===== src/rtl/pc_sequencer_if.sv =====
// Host/decoder-side bundle for the PC sequencer: control inputs in,
// registered PC/status out.
interface pc_sequencer_if #(
  parameter int PW = 10,
  parameter int CW = 16
);
  logic          Start;
  logic          Halt;
  logic          Stall;
  logic          Branch;
  logic          Zero;
  logic [PW-1:0] Target;
  logic [PW-1:0] PC;
  logic          Taken;
  logic          Busy;
  logic          Done;
  logic [CW-1:0] Retired;

  // Host / decode side drives control and observes status.
  modport master (
    output Start, Halt, Stall, Branch, Zero, Target,
    input  PC, Taken, Busy, Done, Retired
  );

  // Sequencer side.
  modport slave (
    input  Start, Halt, Stall, Branch, Zero, Target,
    output PC, Taken, Busy, Done, Retired
  );
endinterface


===== src/rtl/pc_sequencer.sv =====
// Program-counter sequencer: arm on Start, launch on Start's falling edge,
// step/stall/branch/halt in RUN, with a saturating retired-instruction count.
// Every output is a register or a decode of the state register.
module pc_sequencer #(
  parameter int PW = 10,
  parameter int CW = 16
) (
  input  logic           Clk,
  input  logic           Reset,
  pc_sequencer_if.slave  bus
);

  typedef enum logic [1:0] {IDLE, ARMED, RUN, DONE} state_t;

  state_t        state_q, state_d;
  logic [PW-1:0] pc_q,    pc_d;
  logic [CW-1:0] ret_q,   ret_d;
  logic          taken_q, taken_d;
  logic [CW-1:0] ret_inc;

  // Retired count sticks at all-ones instead of wrapping.
  assign ret_inc = (ret_q == {CW{1'b1}}) ? ret_q : ret_q + 1'b1;

  // State and datapath registers; Reset dominates everything.
  always_ff @(posedge Clk) begin
    if (!Reset) begin
      state_q <= IDLE;
      pc_q    <= '0;
      ret_q   <= '0;
      taken_q <= 1'b0;
    end else begin
      state_q <= state_d;
      pc_q    <= pc_d;
      ret_q   <= ret_d;
      taken_q <= taken_d;
    end
  end

  // Next state and datapath; decoder inputs only matter in RUN.
  always_comb begin
    state_d = state_q;
    pc_d    = pc_q;
    ret_d   = ret_q;
    taken_d = 1'b0;
    case (state_q)
      IDLE: begin
        if (bus.Start) begin
          state_d = ARMED;
          pc_d    = '0;
          ret_d   = '0;
        end
      end
      ARMED: begin
        // PC pinned at 0 so the first fetch after launch is address 0.
        pc_d  = '0;
        ret_d = '0;
        if (!bus.Start) state_d = RUN;
      end
      RUN: begin
        if (bus.Start) begin
          state_d = ARMED;
          pc_d    = '0;
          ret_d   = '0;
        end else if (bus.Halt) begin
          // The halt instruction itself counts as retired.
          state_d = DONE;
          ret_d   = ret_inc;
        end else if (bus.Stall) begin
          // Multi-cycle op in flight: hold PC and count.
        end else if (bus.Branch && bus.Zero) begin
          pc_d    = bus.Target;
          taken_d = 1'b1;
          ret_d   = ret_inc;
        end else begin
          pc_d  = pc_q + 1'b1;
          ret_d = ret_inc;
        end
      end
      DONE: begin
        if (bus.Start) begin
          state_d = ARMED;
          pc_d    = '0;
          ret_d   = '0;
        end
      end
      default: state_d = IDLE;
    endcase
  end

  assign bus.PC      = pc_q;
  assign bus.Retired = ret_q;
  assign bus.Taken   = taken_q;
  assign bus.Busy    = (state_q == RUN);
  assign bus.Done    = (state_q == DONE);

endmodule


===== src/flat_wrapper.sv =====
// flat-port wrapper written by rule: the top's interface ports become plain ports
module pc_sequencer_flat 
#(
  parameter int PW = 10,
  parameter int CW = 16
)
  (Clk, Reset, bus_Start, bus_Halt, bus_Stall, bus_Branch, bus_Zero, bus_Target, bus_PC, bus_Taken, bus_Busy, bus_Done, bus_Retired);
  pc_sequencer_if #(.PW(PW), .CW(CW)) bus_i ();
  input  logic Clk;
  input  logic Reset;
  input wire logic [$bits(bus_i.Start)-1:0] bus_Start;
  input wire logic [$bits(bus_i.Halt)-1:0] bus_Halt;
  input wire logic [$bits(bus_i.Stall)-1:0] bus_Stall;
  input wire logic [$bits(bus_i.Branch)-1:0] bus_Branch;
  input wire logic [$bits(bus_i.Zero)-1:0] bus_Zero;
  input wire logic [$bits(bus_i.Target)-1:0] bus_Target;
  output wire logic [$bits(bus_i.PC)-1:0] bus_PC;
  output wire logic [$bits(bus_i.Taken)-1:0] bus_Taken;
  output wire logic [$bits(bus_i.Busy)-1:0] bus_Busy;
  output wire logic [$bits(bus_i.Done)-1:0] bus_Done;
  output wire logic [$bits(bus_i.Retired)-1:0] bus_Retired;
  assign bus_i.Start = bus_Start;
  assign bus_i.Halt = bus_Halt;
  assign bus_i.Stall = bus_Stall;
  assign bus_i.Branch = bus_Branch;
  assign bus_i.Zero = bus_Zero;
  assign bus_i.Target = bus_Target;
  assign bus_PC = bus_i.PC;
  assign bus_Taken = bus_i.Taken;
  assign bus_Busy = bus_i.Busy;
  assign bus_Done = bus_i.Done;
  assign bus_Retired = bus_i.Retired;
  pc_sequencer #(.PW(PW), .CW(CW)) u_core (.Clk(Clk), .Reset(Reset), .bus(bus_i));
endmodule

===== config.mk =====
export PLATFORM = sky130hd
export DESIGN_NAME = pc_sequencer_flat
export DESIGN_NICKNAME = d
export VERILOG_FILES = /design/src/rtl/pc_sequencer_if.sv /design/src/rtl/pc_sequencer.sv /design/src/flat_wrapper.sv
export SDC_FILE = /design/constraint.sdc
export NUM_CORES = 1
export LEC_CHECK = 0
export ABC_CLOCK_PERIOD_IN_PS = 1900
export BUFFER_PORTS_ARGS = -buffer_cell sky130_fd_sc_hd__clkbuf_2
export CAP_MARGIN = 30
export CELL_PAD_IN_SITES_DETAIL_PLACEMENT = 1
export CELL_PAD_IN_SITES_GLOBAL_PLACEMENT = 1
export CORE_MARGIN = 10
export CORE_UTILIZATION = 35
export DETAILED_ROUTE_END_ITERATION = 6
export GPL_ROUTABILITY_DRIVEN = 0
export GPL_TIMING_DRIVEN = 0
export PLACE_DENSITY = 0.79
export SKIP_LAST_GASP = 1
export SLEW_MARGIN = 20
export SYNTH_ARGS = -nofsm -noshare
export SYNTH_HDL_FRONTEND = slang
export SYNTH_SLANG_ARGS = --single-unit

===== constraint.sdc =====
create_clock -name Clk -period 1.9 [get_ports Clk]
set_clock_uncertainty 0.05 [all_clocks]
set_input_delay 0.38 -clock Clk [delete_from_list [all_inputs] [get_ports Clk]]
set_output_delay 0.38 -clock Clk [all_outputs]
set_load 0.1 [all_outputs]

==> results summary, run 1 <==
The run finished with clean final reports. The first detailed-routing pass ran for 4 iterations. The initial core utilization is 0.357. The fraction of final layout cells sized beyond drive strength 1 is 0.381. The fraction of power consumed by sequential logic is 0.337. Counting distinct cell types in the post-synthesis netlist gives 54. By area the synthesized netlist is led by sky130_fd_sc_hd__dfxtp_1 (32%), sky130_fd_sc_hd__nand2_1 (6.0%), sky130_fd_sc_hd__mux2i_1 (5.0%). The average size of a mapped cell came out at ~8.2 µm². The final net count is roughly 300. Power spread over the standard cell area amounts to ~800 mW/mm². The area of the die is about 0.0085 mm².

Measured along the y axis, the die boundary spans about 92 µm. The worst-case clock buffer depth came out at 2. The clock insertion delay at the later pin of the skew report is between 0.2 and 0.3 ns. The initial DRC count is 55. The post-cts hold buffer count came out at 0. The commonest cells after synthesis are sky130_fd_sc_hd__dfxtp_1 (29), sky130_fd_sc_hd__nand2_1 (29), sky130_fd_sc_hd__a21oi_1 (16). In this run the clock root is driven by a sky130_fd_sc_hd__clkbuf_8. The post-detailed-route count of antenna-violating nets is 0.

The async set-reset flop share out of synthesis came out at 0. The worst relative slew slack came out at 0.569. The worst hold path belongs to the class in -> reg. The number of synthesized flops with an enable pin came out at 0. The maximum ir drop on the vdd rail came out at about 0.45 mV.

The via count of the first global-routing pass came to between 2000 and 2500. The number of antenna violations at the first check in global routing is 0. The cell area that synthesis handed to floorplanning was approximately 0.0018 mm².

The cell internal power dissipation came out at 1170 µW. The total wire length after detailed routing came out at approximately 5800 µm. The width of the die is between 90 and 100 µm.

The area growth from synthesis to final layout is 31.9%. The part of the power in combinational logic came out at 0.360. At the worst endpoint, the arrival time is approximately 2.0 ns. The final-report max-slew violation count is 0. The port buffer count came out at 45.

The number of standard cells after synthesis is 222. The worst path meets setup with about 0.041 ns of slack. Synthesis produced a netlist with a net count of 244. The category of the worst setup path launch point is a flop. The switching part of the total power came out at 0.386. The clock-pin slew on the worst setup and hold paths came out at 0.06 ns. The worst hold margin came out at approximately 0.33 ns. The Yosys warning count came out at 0. The number of clock sinks seen by CTS came out at 29.

STA classifies the critical path endpoint as a flop. The row count is 26. The global-route total usage across every layer is 0.138. The final number of hold-violating endpoints came out at 0. The HPWL after detailed placement is about 4400 µm. The data required time of the critical path came out at 2.08 ns. The post-placement setup slack is -0.261 ns. The core footprint came out at 0.00507 mm². The area share of the leading cell type in the synthesized netlist came out at 0.320. The predominant post-synthesis flop cell is sky130_fd_sc_hd__dfxtp_1. The total chip power is around 1900 µW. The share of the Yosys chip area taken by registers is 0.320. During I/O placement, the number of pins put on the boundary was between 40 and 50. The number of maximum-capacitance violations is 0. Setup repair after global routing could not meet its margin everywhere. The detailed-route via count is roughly 1900. The maximum number of pins on one net before global-route repair is 11. The final standard cell utilization of the core is 0.472.

The maximum level of the CTS H-tree is 2. The total setup violations reported at the end of the flow came out at 0. The register bit total from synthesis is 29. The ratio of final minimum period to clock period is 0.979. The category of the critical setup timing path is reg -> reg. The CTS tree is done. The post-detailed-route wirelength per cell is approximately 17 µm. The largest total area in the synthesized netlist belongs to sky130_fd_sc_hd__dfxtp_1. The number of diodes is 0. After filler insertion, the fill cell instance count of the layout stands at 660. For this run, the top clock speed supported by timing is about 540 MHz. The final critical delay including setup and external delays is approximately 1.9 ns. For this design the static power due to leakage is 0.000901 µW.

Buffers inserted during clock tree synthesis total 5. The total grt overflow came out at 0. The clock share of power came out at 0.303. The transition time of the tightest slew-check pin came out at ~0.64 ns.

In the routed layout, each cell is associated on average with a via count of 5.51. The net switching power figure is 738 µW. Of all nets on the critical path, the largest fanout is 9.

The wire length of the first global-routing pass came out at roughly 9800 µm. The DRC violations left is 0.
## registers in the layout, summed over array words and instances, names as in the netlist
| name | count |
|---|---|
| u_core.bus.Retired | 16 |
| u_core.bus.PC | 10 |
| u_core.state_q | 2 |
| u_core.bus.Taken | 1 |
## area by class of cell
class / count / area, µm² / share of cell area
well taps: 70 / 87.6 / 0.0366
inverters: 11 / 41.3 / 0.0173
multi-input cells: 174 / 1210 / 0.506
clock buffers: 7 / 96.3 / 0.0403
flip-flops and latches: 29 / 641 / 0.268
plain buffers: 7 / 33.8 / 0.0141
clock inverters: 1 / 5.00 / 0.00209
repair buffers: 52 / 278 / 0.116
## stage by stage
step	TNS, ns	instance area, µm²	instances
after floorplan	-0.00267	1900	222
after CTS	0	2340	345
after detailed placement	-4.31	2220	337
after global routing	-0.0922	2390	351
final	0	2390	351
after global placement	-3.46	2220	337
## cells by family (layout without fill, tap and decap cells)
logic type | Yosys count | after routing | share of synthesized area
buf+inv | 19 | 78 | 0.0421
fa+ha+maj | 5 | 5 | 0.0345
mux | 10 | 10 | 0.0559
flops | 29 | 29 | 0.320
compound gates | 56 | 56 | 0.212
simple gates | 103 | 103 | 0.336
## what timing repair did
item                                    4_1_cts  5_1_grt
buffers inserted                              1        6
pin swaps                                     1        8
endpoints found under the setup margin       22       22
gates resized for setup                       6        4
## per-layer routing
metal	GRT usage	vias up	wire length [µm]
met2	0.235	39	2880
met4	0.0501	0	92
met5	0	-	0
li1	-	961	-
met3	0.0497	7	320
met1	0.155	927	2500
## final timing paths
check	cells after the start	startpoint	endpoint	slack, ns
worst min-delay path	3	bus_Target[2]	u_core.bus.PC[2]	0.33
worst max-delay path	6	u_core.state_q[0]	u_core.bus.PC[4]	0.04
worst min register to register	2	u_core.bus.Retired[15]	u_core.bus.Retired[15]	0.43
worst max register to register	6	u_core.state_q[0]	u_core.bus.PC[4]	0.04
## cells in the final DEF, fill, tap and decap left out, types with 3 or more instances in the layout
cell type / n
sky130_fd_sc_hd__a211oi_1: 3
sky130_fd_sc_hd__a21oi_1: 15
sky130_fd_sc_hd__a31oi_1: 3
sky130_fd_sc_hd__and2_1: 3
sky130_fd_sc_hd__and3_1: 5
sky130_fd_sc_hd__and4_1: 3
sky130_fd_sc_hd__buf_4: 8
sky130_fd_sc_hd__clkbuf_1: 5
sky130_fd_sc_hd__clkbuf_2: 45
sky130_fd_sc_hd__clkbuf_8: 7
sky130_fd_sc_hd__dfxtp_1: 3
sky130_fd_sc_hd__dfxtp_2: 15
sky130_fd_sc_hd__dfxtp_4: 11
sky130_fd_sc_hd__ha_1: 3
sky130_fd_sc_hd__inv_1: 10
sky130_fd_sc_hd__mux2i_1: 9
sky130_fd_sc_hd__nand2_1: 28
sky130_fd_sc_hd__nand3_1: 11
sky130_fd_sc_hd__nand4_1: 4
sky130_fd_sc_hd__nor2_1: 7
sky130_fd_sc_hd__nor3_1: 3
sky130_fd_sc_hd__nor4_1: 8
sky130_fd_sc_hd__o21ai_0: 3
sky130_fd_sc_hd__o22ai_1: 5
sky130_fd_sc_hd__o31ai_1: 4
sky130_fd_sc_hd__or2_2: 3
sky130_fd_sc_hd__or3_1: 8
sky130_fd_sc_hd__or4_1: 3
## critical path, stage by stage, from the launching register on
cell and delay, ns:
sky130_fd_sc_hd__dfxtp_2 0.33, sky130_fd_sc_hd__inv_2 0.07, sky130_fd_sc_hd__ha_4 0.18, sky130_fd_sc_hd__or4b_4 0.54
sky130_fd_sc_hd__nor3_4 0.30, sky130_fd_sc_hd__a32o_1 0.21, sky130_fd_sc_hd__a22o_1 0.12
## power by group through the flow
stage          logic [µW]  clock network (µW)  registers (µW)
2_1_floorplan         461                   0             680
3_3_place_gp          606                   0             654
3_5_place_dp          625                   0             655
4_1_cts               676                 600             641
5_1_grt               760                 630             650
6_report              688                 580             645
(Power assumes the default switching activity.)
==> inputs of run 2 (changes only) <==
--- a/config.mk
+++ b/config.mk
@@ -5,13 +5,14 @@
 export SDC_FILE = /design/constraint.sdc
 export NUM_CORES = 1
 export LEC_CHECK = 0
+export ABC_AREA = 1
 export ABC_CLOCK_PERIOD_IN_PS = 1900
 export BUFFER_PORTS_ARGS = -buffer_cell sky130_fd_sc_hd__clkbuf_2
 export CAP_MARGIN = 30
 export CELL_PAD_IN_SITES_DETAIL_PLACEMENT = 1
 export CELL_PAD_IN_SITES_GLOBAL_PLACEMENT = 1
 export CORE_MARGIN = 10
-export CORE_UTILIZATION = 35
+export CORE_UTILIZATION = 33
 export DETAILED_ROUTE_END_ITERATION = 6
 export GPL_ROUTABILITY_DRIVEN = 0
 export GPL_TIMING_DRIVEN = 0
==> results summary, run 2 <==
The run finished with clean final reports. In this run the critical register-to-register path is launched from u_core.state_q[0]. The number of buffers created by CTS is 5.

Yosys mapped a number of flops with a built-in enable equal to 0. In this run the worst hold path is classified as in -> reg. Data on the critical path is required at its endpoint by about 1.5 ns.

The post-cts hold buffer count came out at 0. The post-placement setup slack is -0.0208 ns. The post-detailed-route count of antenna-violating nets is 0.

The post-route standard cell area excluding fillers came out at about 0.0023 mm². The CTS tree is done. The initial core utilization is 0.347. The critical register-to-register path endpoint is u_core.bus.Retired[14]. The row count is 26. The die covers approximately 0.009 mm². The HPWL reported at the end of detailed placement is about 4200 µm. The clock-pin slew on the worst setup and hold paths is about 0.060 ns. The final critical delay including setup and external delays is 1.78 ns. The boundary pin count is 46.

STA classifies the critical path endpoint as an output port. The Yosys warning count came out at 0. The total chip power came out at about 2100 µW.

The ratio of routed vias to standard cells is roughly 4.8. At the later pin of the worst-skew pair, clock insertion delay measures between 0.2 and 0.3 ns. The filler cell count is 709. The final cell count without fillers is between 300 and 400. After detailed placement, the design holds a cell count of just under 400. The final number of hold-violating endpoints came out at 0. The cell depth of the worst min-delay path is 3. STA classifies the critical path startpoint as a flop. The final-report max-slew violation count is 0. The total wire length after detailed routing is roughly 5400 µm. Summed over all layers, the global routing overflow is 0.

Summing every instance area after synthesis gives 0.00181 mm². The number of clock sinks seen by CTS is 29. Dividing the final minimum period by the clock period gives 0.937. The slack of the worst reg-to-reg path is ~0.12 ns. Derived from the worst setup path, the maximum achievable clock frequency is between 500 and 600 MHz. The global-route total usage across every layer is 0.128. The number of cells traversed by the worst register-to-register path is 10. The fraction of final layout cells sized beyond drive strength 1 is 0.332. Summing over every cut layer, the via total after detailed routing is between 1500 and 2000. The number of nets produced by synthesis is 294. The async set-reset flop share out of synthesis is 0. After detailed routing, the number of remaining DRC violations is 0. The area share of the leading cell type in the synthesized netlist came out at 0.322. Leaving out fill and tap cells, the most frequent cell in the layout is sky130_fd_sc_hd__nand2_1. The number of diodes came out at 0. The total setup violations reported at the end of the flow came out at 0. The synthesized design spends more area on one cell type than any other, namely sky130_fd_sc_hd__dfxtp_1. The wire length of the first global-routing pass came out at just over 9000 µm.

The flip-flop count of the largest register after layout came out at 16. The maximum number of pins on one net before global-route repair came out at 11. The sequential standard cell area came out at a little over 600 µm².

The number of unique standard cell types used by synthesis came out at 28. By area the synthesized netlist is led by sky130_fd_sc_hd__dfxtp_1 (32%), sky130_fd_sc_hd__nand2_1 (14%), sky130_fd_sc_hd__inv_1 (7.7%). The register bit total from synthesis is 29.

The first detailed-routing pass took 4 iterations. The transition time of the tightest slew-check pin came out at roughly 0.55 ns. The final net count came out at approximately 350. Across the VDD grid, the largest voltage drop is 0.416 mV. The area of placed instances is 0.00216 mm². For this run, the leading register cell type out of synthesis is sky130_fd_sc_hd__dfxtp_1.

The die is around 94 µm tall. Sorting the synthesized cells by how often they occur yields sky130_fd_sc_hd__nand2_1 (69), sky130_fd_sc_hd__inv_1 (37), sky130_fd_sc_hd__nor2_1 (35). In the layout the commonest cells are sky130_fd_sc_hd__nand2_1 (68), sky130_fd_sc_hd__clkbuf_2 (45), sky130_fd_sc_hd__inv_1 (37), sky130_fd_sc_hd__nor2_1 (32), sky130_fd_sc_hd__dfxtp_2 (20). Port buffering added 45 buffers. In this run the number of H-tree levels came out at 2. The worst-case clock buffer depth came out at 2. In this run the worst path has a maximum fanout of 5. The data arrival at the endpoint of the critical path is around 1.4 ns.

For this block, the initial DRC count from the detailed router was 64. The worst relative slew slack is 0.633. The share of the Yosys chip area taken by registers is 0.322. Dividing the detail-routed wire length by the instance count gives around 14 µm. sky130_fd_sc_hd__nand2_1 is the most common cell in the netlist. The leakage power figure is slightly above 0.001 µW. The width of the die is 94.0 µm. The number of standard cells after synthesis came out at 272. The startpoint identified for the worst hold timing path is bus_Target[0]. The via count of the first global-routing pass came out at ~2000.

The total power per unit cell area came out at about 900 mW/mm². The core footprint is approximately 0.0052 mm². The worst setup path startpoint is u_core.state_q[0]. The category of the critical setup timing path is reg -> out. The tool flagged a number of max-cap violations equal to 0. Clock tree synthesis selected as its root buffer the cell sky130_fd_sc_hd__clkbuf_8. The number of antenna violations at the first check in global routing was 0.

In the final layout, the multi-input gates occupy around 0.0011 mm². The area growth from synthesis to final layout came out at 27.6%. Setup repair after global routing could not meet its margin everywhere. In the post-route analysis, the smallest setup slack over all paths is around 0.12 ns.

In this run the mean area of a mapped cell was approximately 6.6 µm². Adding up every negative setup slack in the final design gives 0 ns. The worst hold path terminates at u_core.bus.PC[0].
-- run 2: cell count changes after synthesis, sizes merged, moves of 8 or more --
| cell | change |
|---|---|
| nor4 | -9 |
| nor2 | +39 |
| inv | +27 |
| mux2i | -9 |
| or3 | -8 |
| nand2 | +49 |
| o21ai | +9 |
-- run 2: cell type report --
class / count / share of cell area
timing repair buffer: 48 / 0.108
clock buffer: 8 / 0.0391
sequential: 29 / 0.266
tap: 70 / 0.0380
multi-input combinational: 201 / 0.477
inverter: 39 / 0.0636
buffer: 3 / 0.00815
-- run 2: worst max-delay path, cell delays in order, from the launching register on --
cell and delay (ns):
sky130_fd_sc_hd__dfxtp_2 0.34, sky130_fd_sc_hd__inv_1 0.10, sky130_fd_sc_hd__ha_4 0.16, sky130_fd_sc_hd__clkbuf_2 0.46
-- run 2: kinds of logic (layout without fill, tap and decap cells) --
kind of cell	after synthesis	after routing	synth area share
xor+xnor	7	7	0.0340
flops	29	29	0.322
fa+ha+maj	5	5	0.0347
buf+inv	42	98	0.0915
compound gates	37	37	0.121
simple gates	152	152	0.397
-- run 2: worst max path at each step --
stage,end,cells after the start
6_report,bus_Busy,3
5_1_grt,u_core.bus.Retired[15],11
4_1_cts,u_core.bus.Retired[10],10
3_5_place_dp,u_core.bus.Retired[15],11
3_3_place_gp,u_core.bus.Retired[15],11
2_1_floorplan,u_core.bus.Retired[14],11
-- run 2: routing by layer --
metal	up-vias	part of all wire	GRT usage
li1	973	-	-
met1	886	0.46	0.153
met2	38	0.46	0.209
met3	7	0.067	0.0472
met4	0	0.013	0.0405
met5	-	0	0
-- run 2: power breakdown --
part | total (µW) | switching, µW | internal [µW]
logic | 834 | 605 | 229
clock network | 535 | 240 | 295
registers | 698 | 47.4 | 650
-- run 2: timing repair --
| action | 4_1_cts | 5_1_grt |
|---|---|---|
| endpoints found under the hold margin | 0 | 0 |
| endpoints found under the setup margin | 9 | 25 |
| pin swaps | 0 | 2 |
| setup buffers | 0 | 3 |
| resized for setup | 2 | 6 |
-- run 2: metrics by stage --
stage / hold WS, ns / util
after floorplan: 0.425 / -
after global placement: 0.410 / 0.415
after detailed placement: 0.416 / 0.415
after CTS: 0.371 / 0.434
after global routing: 0.393 / 0.443
final: 0.377 / 0.443
